**src/rtl/comm_pkg.sv**
```systemverilog
// Shared constants for the command receive path: message types, response
// codes, legal message lengths, parser state encoding and the job record.
package comm_pkg;

  localparam logic [7:0] TYPE_GET_INFO = 8'h00;
  localparam logic [7:0] TYPE_PUSH_JOB = 8'h02;

  localparam logic [1:0] RESP_PONG    = 2'd0;
  localparam logic [1:0] RESP_INFO    = 2'd1;
  localparam logic [1:0] RESP_INVALID = 2'd2;
  localparam logic [1:0] RESP_ACK     = 2'd3;

  localparam logic [5:0] INFO_LEN = 6'd8;
  localparam logic [5:0] JOB_LEN  = 6'd60;

  localparam logic [1:0] ST_IDLE    = 2'd0;
  localparam logic [1:0] ST_HDR     = 2'd1;
  localparam logic [1:0] ST_PAYLOAD = 2'd2;
  localparam logic [1:0] ST_DISCARD = 2'd3;

  typedef struct packed {
    logic [255:0] midstate;
    logic [95:0]  data;
    logic [31:0]  noncemin;
    logic [31:0]  noncemax;
  } job_t;

  // A nonzero LEN that can never frame a message: shorter than the header,
  // not word aligned, or longer than the largest message.
  function automatic logic len_bad(input logic [7:0] len);
    return (len < 8'd4) || (len[1:0] != 2'b00) || (len > 8'd60);
  endfunction

endpackage

```
**src/rtl/comm_rx_parser_if.sv**
```systemverilog
// Byte input, response handshake and job outputs of the receive parser.
// slave = parser side, master = UART/framer/consumer side.
interface comm_rx_parser_if;
  logic [7:0]   rx_data;
  logic         rx_valid;
  logic         resp_valid;
  logic [1:0]   resp_type;
  logic         resp_ready;
  logic         new_work;
  logic [255:0] midstate;
  logic [95:0]  data;
  logic [31:0]  noncemin;
  logic [31:0]  noncemax;
  logic         err_overrun;

  modport slave (
    input  rx_data, rx_valid, resp_ready,
    output resp_valid, resp_type, new_work, midstate, data, noncemin, noncemax, err_overrun
  );

  modport master (
    output rx_data, rx_valid, resp_ready,
    input  resp_valid, resp_type, new_work, midstate, data, noncemin, noncemax, err_overrun
  );
endinterface

```
**src/rtl/comm_timeout.sv**
```systemverilog
// Inter-byte watchdog: restarted by every byte of an open message, disarmed
// when the parser returns to idle, strobes o_expire in the last allowed cycle.
module comm_timeout #(
  parameter int TIMEOUT_CYCLES = 100000
) (
  input  logic i_clk,
  input  logic i_rst_n,
  input  logic i_load,
  input  logic i_clear,
  output logic o_expire
);

  localparam int W = $clog2(TIMEOUT_CYCLES + 1);
  localparam logic [W-1:0] LIMIT = W'(TIMEOUT_CYCLES - 1);

  logic [W-1:0] r_cnt;
  logic         r_active;

  // Count idle cycles since the most recent byte while a message is open.
  always_ff @(posedge i_clk or negedge i_rst_n) begin
    if (!i_rst_n) begin
      r_cnt    <= '0;
      r_active <= 1'b0;
    end else if (i_load) begin
      r_cnt    <= '0;
      r_active <= 1'b1;
    end else if (i_clear) begin
      r_cnt    <= '0;
      r_active <= 1'b0;
    end else if (r_active) begin
      r_cnt    <= r_cnt + W'(1);
    end else begin
      r_cnt    <= r_cnt;
    end
  end

  // The parser gives a byte in this cycle priority over the strobe.
  assign o_expire = r_active && (r_cnt == LIMIT);

endmodule

```
**src/rtl/comm_rx_parser.sv**
```systemverilog
// Command parser: frames LEN-prefixed messages from the UART byte stream,
// requests responses from the TX framer and publishes mining jobs atomically.
module comm_rx_parser
  import comm_pkg::*;
#(
  parameter int TIMEOUT_CYCLES = 100000
) (
  input logic CLK,
  input logic RST_N,
  comm_rx_parser_if.slave bus
);

  logic [1:0]   r_state, w_state_nxt;
  logic [5:0]   r_cnt, w_cnt_nxt;
  logic [5:0]   r_len, w_len_nxt;
  logic         r_is_job, w_is_job_nxt;
  logic         w_resp_req;
  logic [1:0]   w_resp_code;
  logic         w_commit;
  logic         w_expire;
  logic         w_last;
  logic [5:0]   w_pidx;
  logic [447:0] r_shadow, w_shadow;
  job_t         r_job;
  logic         r_resp_valid;
  logic [1:0]   r_resp_type;
  logic         r_new_work;
  logic         r_overrun;

  assign w_last = ((r_cnt + 6'd1) == r_len);
  assign w_pidx = r_cnt - 6'd4;

  comm_timeout #(.TIMEOUT_CYCLES(TIMEOUT_CYCLES)) u_timeout (
    .i_clk    (CLK),
    .i_rst_n  (RST_N),
    .i_load   (bus.rx_valid && (w_state_nxt != ST_IDLE)),
    .i_clear  (w_state_nxt == ST_IDLE),
    .o_expire (w_expire)
  );

  // Message framing: next state, byte count, response request and job commit.
  always_comb begin
    w_state_nxt  = r_state;
    w_cnt_nxt    = r_cnt;
    w_len_nxt    = r_len;
    w_is_job_nxt = r_is_job;
    w_resp_req   = 1'b0;
    w_resp_code  = RESP_PONG;
    w_commit     = 1'b0;
    w_shadow     = r_shadow;
    w_shadow[{w_pidx, 3'b000} +: 8] = bus.rx_data;
    case (r_state)
      ST_IDLE: begin
        if (!bus.rx_valid) begin
          w_cnt_nxt = 6'd0;
        end else if (bus.rx_data == 8'h00) begin
          w_resp_req  = 1'b1;
          w_resp_code = RESP_PONG;
        end else if (len_bad(bus.rx_data)) begin
          w_resp_req  = 1'b1;
          w_resp_code = RESP_INVALID;
        end else begin
          w_len_nxt   = bus.rx_data[5:0];
          w_cnt_nxt   = 6'd1;
          w_state_nxt = ST_HDR;
        end
      end
      ST_HDR: begin
        if (bus.rx_valid) begin
          w_cnt_nxt = r_cnt + 6'd1;
          if (r_cnt != 6'd3) begin
            // LEN >= 4, so a reserved byte can never be the last one.
            w_state_nxt = (bus.rx_data != 8'h00) ? ST_DISCARD : ST_HDR;
          end else if ((bus.rx_data == TYPE_GET_INFO) && (r_len == INFO_LEN)) begin
            w_state_nxt  = ST_PAYLOAD;
            w_is_job_nxt = 1'b0;
          end else if ((bus.rx_data == TYPE_PUSH_JOB) && (r_len == JOB_LEN)) begin
            w_state_nxt  = ST_PAYLOAD;
            w_is_job_nxt = 1'b1;
          end else if (w_last) begin
            w_resp_req  = 1'b1;
            w_resp_code = RESP_INVALID;
            w_state_nxt = ST_IDLE;
            w_cnt_nxt   = 6'd0;
          end else begin
            w_state_nxt = ST_DISCARD;
          end
        end else if (w_expire) begin
          w_state_nxt = ST_IDLE;
          w_cnt_nxt   = 6'd0;
        end else begin
          w_state_nxt = r_state;
        end
      end
      ST_PAYLOAD: begin
        if (bus.rx_valid) begin
          w_cnt_nxt = r_cnt + 6'd1;
          if (w_last) begin
            w_state_nxt = ST_IDLE;
            w_cnt_nxt   = 6'd0;
            w_resp_req  = 1'b1;
            w_resp_code = r_is_job ? RESP_ACK : RESP_INFO;
            w_commit    = r_is_job;
          end else begin
            w_state_nxt = ST_PAYLOAD;
          end
        end else if (w_expire) begin
          w_state_nxt = ST_IDLE;
          w_cnt_nxt   = 6'd0;
        end else begin
          w_state_nxt = r_state;
        end
      end
      ST_DISCARD: begin
        if (bus.rx_valid) begin
          w_cnt_nxt = r_cnt + 6'd1;
          if (w_last) begin
            w_state_nxt = ST_IDLE;
            w_cnt_nxt   = 6'd0;
            w_resp_req  = 1'b1;
            w_resp_code = RESP_INVALID;
          end else begin
            w_state_nxt = ST_DISCARD;
          end
        end else if (w_expire) begin
          w_state_nxt = ST_IDLE;
          w_cnt_nxt   = 6'd0;
        end else begin
          w_state_nxt = r_state;
        end
      end
      default: begin
        w_state_nxt = ST_IDLE;
        w_cnt_nxt   = 6'd0;
      end
    endcase
  end

  // Parser state, byte counter and shadow payload collection.
  always_ff @(posedge CLK or negedge RST_N) begin
    if (!RST_N) begin
      r_state  <= ST_IDLE;
      r_cnt    <= 6'd0;
      r_len    <= 6'd0;
      r_is_job <= 1'b0;
      r_shadow <= '0;
    end else begin
      r_state  <= w_state_nxt;
      r_cnt    <= w_cnt_nxt;
      r_len    <= w_len_nxt;
      r_is_job <= w_is_job_nxt;
      if ((r_state == ST_PAYLOAD) && bus.rx_valid) begin
        r_shadow <= w_shadow;
      end else begin
        r_shadow <= r_shadow;
      end
    end
  end

  // Job outputs change only when a complete PUSH_JOB commits, all fields at once.
  always_ff @(posedge CLK or negedge RST_N) begin
    if (!RST_N) begin
      r_job      <= '0;
      r_new_work <= 1'b0;
    end else begin
      r_new_work <= w_commit;
      if (w_commit) begin
        r_job.noncemax <= w_shadow[63:32];
        r_job.noncemin <= w_shadow[95:64];
        r_job.data     <= w_shadow[191:96];
        r_job.midstate <= w_shadow[447:192];
      end else begin
        r_job <= r_job;
      end
    end
  end

  // Response holding register; a request arriving while one is stalled is dropped.
  always_ff @(posedge CLK or negedge RST_N) begin
    if (!RST_N) begin
      r_resp_valid <= 1'b0;
      r_resp_type  <= 2'd0;
      r_overrun    <= 1'b0;
    end else if (w_resp_req && r_resp_valid && !bus.resp_ready) begin
      r_overrun    <= 1'b1;
    end else if (w_resp_req) begin
      r_resp_valid <= 1'b1;
      r_resp_type  <= w_resp_code;
      r_overrun    <= 1'b0;
    end else if (r_resp_valid && bus.resp_ready) begin
      r_resp_valid <= 1'b0;
      r_overrun    <= 1'b0;
    end else begin
      r_overrun    <= 1'b0;
    end
  end

  assign bus.resp_valid  = r_resp_valid;
  assign bus.resp_type   = r_resp_type;
  assign bus.err_overrun = r_overrun;
  assign bus.new_work    = r_new_work;
  assign bus.midstate    = r_job.midstate;
  assign bus.data        = r_job.data;
  assign bus.noncemin    = r_job.noncemin;
  assign bus.noncemax    = r_job.noncemax;

endmodule

```
**src/flat_wrapper.sv**
```systemverilog
// flat-port wrapper written by rule: the top's interface ports become plain ports
module comm_rx_parser_flat import comm_pkg::*;
#(
  parameter int TIMEOUT_CYCLES = 100000
)
  (CLK, RST_N, bus_rx_data, bus_rx_valid, bus_resp_ready, bus_resp_valid, bus_resp_type, bus_new_work, bus_midstate, bus_data, bus_noncemin, bus_noncemax, bus_err_overrun);
  comm_rx_parser_if bus_i ();
  input logic CLK;
  input logic RST_N;
  input wire logic [$bits(bus_i.rx_data)-1:0] bus_rx_data;
  input wire logic [$bits(bus_i.rx_valid)-1:0] bus_rx_valid;
  input wire logic [$bits(bus_i.resp_ready)-1:0] bus_resp_ready;
  output wire logic [$bits(bus_i.resp_valid)-1:0] bus_resp_valid;
  output wire logic [$bits(bus_i.resp_type)-1:0] bus_resp_type;
  output wire logic [$bits(bus_i.new_work)-1:0] bus_new_work;
  output wire logic [$bits(bus_i.midstate)-1:0] bus_midstate;
  output wire logic [$bits(bus_i.data)-1:0] bus_data;
  output wire logic [$bits(bus_i.noncemin)-1:0] bus_noncemin;
  output wire logic [$bits(bus_i.noncemax)-1:0] bus_noncemax;
  output wire logic [$bits(bus_i.err_overrun)-1:0] bus_err_overrun;
  assign bus_i.rx_data = bus_rx_data;
  assign bus_i.rx_valid = bus_rx_valid;
  assign bus_i.resp_ready = bus_resp_ready;
  assign bus_resp_valid = bus_i.resp_valid;
  assign bus_resp_type = bus_i.resp_type;
  assign bus_new_work = bus_i.new_work;
  assign bus_midstate = bus_i.midstate;
  assign bus_data = bus_i.data;
  assign bus_noncemin = bus_i.noncemin;
  assign bus_noncemax = bus_i.noncemax;
  assign bus_err_overrun = bus_i.err_overrun;
  comm_rx_parser #(.TIMEOUT_CYCLES(TIMEOUT_CYCLES)) u_core (.CLK(CLK), .RST_N(RST_N), .bus(bus_i));
endmodule
```
**config.mk**
```make
export PLATFORM = sky130hd
export DESIGN_NAME = comm_rx_parser_flat
export DESIGN_NICKNAME = d
export VERILOG_FILES = /design/src/rtl/comm_pkg.sv /design/src/rtl/comm_rx_parser_if.sv /design/src/rtl/comm_timeout.sv /design/src/rtl/comm_rx_parser.sv /design/src/flat_wrapper.sv
export SDC_FILE = /design/constraint.sdc
export NUM_CORES = 2
export LEC_CHECK = 0
export BUFFER_PORTS_ARGS = -buffer_cell sky130_fd_sc_hd__buf_2
export CORE_UTILIZATION = 40
export CTS_CLUSTER_DIAMETER = 150
export DETAILED_ROUTE_END_ITERATION = 8
export GPL_ROUTABILITY_DRIVEN = 0
export SLEW_MARGIN = 15
export SYNTH_ARGS = -nofsm -noshare
export SYNTH_HDL_FRONTEND = slang
export SYNTH_HIERARCHICAL = 1
export SYNTH_SLANG_ARGS = --single-unit
```
**constraint.sdc**
```tcl
create_clock -name CLK -period 4.45 [get_ports CLK]
set_input_delay 0.445 -clock CLK [delete_from_list [all_inputs] [get_ports CLK]]
set_output_delay 0.445 -clock CLK [all_outputs]
set_load 0.01 [all_outputs]
```
==> impl_metrics.toml <==
[outcome]
status = "finished clean"

[cts]
post_cts_resized = 0
cts_made_buffers = 96
clk_latency_ps = 670
htree_levels = 3
cts.reportedPaths.clkPinSlew_ps = 60
clockRootBuffer = "clkbuf_16"
cts_tree = "done"
cts.sinks = 870
cts_buffer_depth = 3

[yosys]
post_synth.cell_area_avg_um2 = 11.52
yosys_warnings = 6
synth-seq-area-share = 0.5617
synth-edff-count = 0
yosysTopAreaCell = "dfrtp_1"
ys.flop_type = "dfrtp_1"
synthTopCellsByArea = "dfrtp_1, mux2i_1, mux2_2"
ys_ff_latch = 870
synth_nets = 3387
synth_top_area_frac = 0.5617
ys_types = 75
syn_inst = 3365
netlist_area_mm2 = 0.03876
synthArstFlopShare = 1.000

[die]
die_h_um = 313.3
start_util = 0.4061
die_w_um = 313.3
core_area_mm2 = 0.09544
die_area_mm2 = 0.09815
rows = 113
num_io_pins = 433

[worst_setup_path]
timing.rr.end = "u_core/r_shadow[317]"
arrival_ps = 4560
cp-end-kind = "flip-flop"
startpoint = "u_core/r_cnt[0]"
reg2reg_from = "u_core/r_cnt[0]"
critPathKind = "flip-flop to flip-flop"
worst_r2r_path_depth = 8
cp_cell_sequence = "inv_1 > ha_1 > and2_1 > xnor2_1 > and3_1 > nand2_1 > nor2_2 > mux2_2"
worst-endpoint-required_ps = 4980
critPathMaxStageDelay_ps = 720
critPathMaxFanout = 23
start_kind = "flip-flop"
reg2reg_slack_ps = 430
crit_end = "u_core/r_shadow[317]"
worst_path_max_delay_cell = "dfrtp_1"

[cells_and_area]
syn_to_final_growth_pct = 17.38
fillerInstances = 8850
fin_cells = 5085
diodes = 0
drive_above_1_share = 0.2911
fin_nets = 3763

[detailed_routing]
first_iter_violations = 2005
vias_per_cell = 5.262
avgRoutedWirePerCell_um = 22.68
dr.pass1.iters = 6
routed_wl_um = 115300
drtAntennaViolNets = 0
vias = 26760
drc_errors = 0

[placed_design]
portBuffers = 432
dp_cells = 4907
hpwl_um = 80860

[run]
cap_viol_max_count = 0

[timing]
tightest_slew_ps = 1007
rsz0062_at_grt = "false"
fmax_mhz = 248.6
max_slew_margin = 0.3263
drv_slew = 0
fin_crit_sh = 0.9040
setup_viol = 0
fin_hold_ws_ps = 90.06
finalHoldViolations = 0
finalClockSkew_ps = 29.50
fin_tns_setup_ps = 0
period_needed_ps = 4023

[grt]
grt_pass1_vias = 26320
grtUsageTotal = 0.2329
antenna_found_initial = 3
grt_max_degree = 210
grt_pass1_wl_um = 172000
gr-total-overflow = 0

[pwr]
power.density_mw_per_mm2 = 446.3
leakage_uw = 0.02231
power_uw = 20300
vdd_drop_max_mv = 0.4855

[worst_hold_path]
hold_path_class = "input pin to flip-flop"
[cells in the final DEF, fill, tap and decap left out, types with 6 or more instances in the layout]
cell	instances
bufinv_16	7
inv_1	15
nor3_4	14
mux2i_1	426
xor2_1	6
clkbuf_8	23
nor2_2	15
nor2_4	11
a21oi_1	42
nor4_4	7
xnor2_1	7
clkbuf_16	98
buf_12	11
nand4_1	16
nor2_1	130
nor3_1	6
o21ai_1	92
and2_1	27
and3_1	36
mux2_2	370
or4_1	7
buf_4	54
nor4_1	11
nand2_1	540
dfrtp_1	870
buf_2	431
clkbuf_1	24
o21ai_0	345
or3_1	10
nor3_2	8
nand2b_1	6
clkinv_2	18
nand3_1	33
ha_1	10
[synth_stat cells, types with 5 or more instances]
library cell	instances
buf_2	58
and2_1	28
inv_1	15
dfrtp_1	870
nor2_4	11
xor2_1	6
o31ai_1	5
nor4_4	7
buf_1	14
a31oi_1	5
mux2_2	370
nor3_2	7
nand3_1	33
nor3_1	7
nor4_1	11
clkbuf_1	140
mux2i_1	426
nand3_2	5
o21ai_1	92
or4_1	7
nor3_4	14
o21ai_0	345
nor2_1	130
nand4_1	16
ha_1	10
and3_1	36
a21o_1	5
nor2b_1	5
a21oi_1	42
nand2_1	540
nor2_2	15
xnor2_1	9
or3_1	10
nand2b_1	7
[final cells by class]
class / instances / area [um^2] / share of cell area
clock buffer: 145 / 2859 / 0.06284
clock inverter: 32 / 366.6 / 0.008058
inverter: 16 / 60.06 / 0.001320
multi-input combinational: 2259 / 16050 / 0.3527
sequential: 870 / 21770 / 0.4785
tap: 1265 / 1583 / 0.03479
timing repair buffer: 498 / 2808 / 0.06171
[repair_timing]
action,in CTS,in global routing
endpoints found under the setup margin,0,0
endpoints found under the hold margin,86,0
setup buffers,0,0
hold buffers,1,0
[registers in the layout, summed over array words and instances (netlist names), 2 cells and up]
name	cells
u_core/bus.noncemax	32
u_core/bus.noncemin	32
u_core/u_timeout/r_cnt	17
u_core/r_state	2
u_core/r_len	6
u_core/bus.midstate	256
u_core/bus.resp_type	2
u_core/r_shadow	416
u_core/bus.data	96
u_core/r_cnt	6
[critical path, delay by kind of cell, from the launching register on]
kind                       cells  cell delay [ps]
and+or+nand+nor                4             1740
DFF                            1              720
xor gates and xnor gates       1              450
muxes                          1              390
adders and majority gates      1              340
buffers and inverters          1              250
[worst min path at each step]
| stage | end | from | cells after the start | slack [ps] |
|---|---|---|---|---|
| after global placement | u_core/bus.midstate[173] | u_core/bus.midstate[173] | 2 | 460 |
| after global routing | u_core/bus.err_overrun | bus_resp_ready | 3 | 110 |
| after CTS | u_core/bus.err_overrun | bus_resp_ready | 3 | 40 |
| final | u_core/bus.err_overrun | bus_resp_ready | 3 | 90 |
| after detailed placement | u_core/bus.noncemin[19] | u_core/bus.noncemin[19] | 2 | 470 |
| after floorplan | u_core/bus.data[0] | RST_N | 0 | 150 |
[cells by family (layout without fill, tap and decap cells)]
family | Yosys count | in the layout | share of synthesized area
AO/OA/AOI/OAI | 523 | 523 | 0.07192
XOR/XNOR | 20 | 20 | 0.006101
adder cells (fa/ha/maj) | 10 | 10 | 0.003228
buffers and inverters | 236 | 691 | 0.02573
flip-flops | 870 | 870 | 0.5617
multiplexers | 796 | 796 | 0.2175
AND/OR/NAND/NOR | 910 | 910 | 0.1138
[report_power, final]
group	leakage, uW	internal (uW)	total, uW	switching (uW)
Clock	0.00160	4830	8130	3290
Combinational	0.00858	987	4030	3050
Sequential	0.0121	8010	8140	135
[layer usage]
layer	share of wire	global-route usage
met5	0	0
met4	0.030	0.07927
met3	0.066	0.05558
met2	0.46	0.3606
met1	0.44	0.3202
[through the flow]
step | setup slack [ps] | cell area [um^2] | utilization
after floorplan | 1310 | 38760 | -
after global placement | 668.8 | 42260 | 0.4428
after detailed placement | 560.4 | 42260 | 0.4428
after CTS | 534.1 | 45490 | 0.4767
after global routing | 232.5 | 45490 | 0.4767
final | 427.1 | 45490 | 0.4767
(Power assumes the default switching activity.)
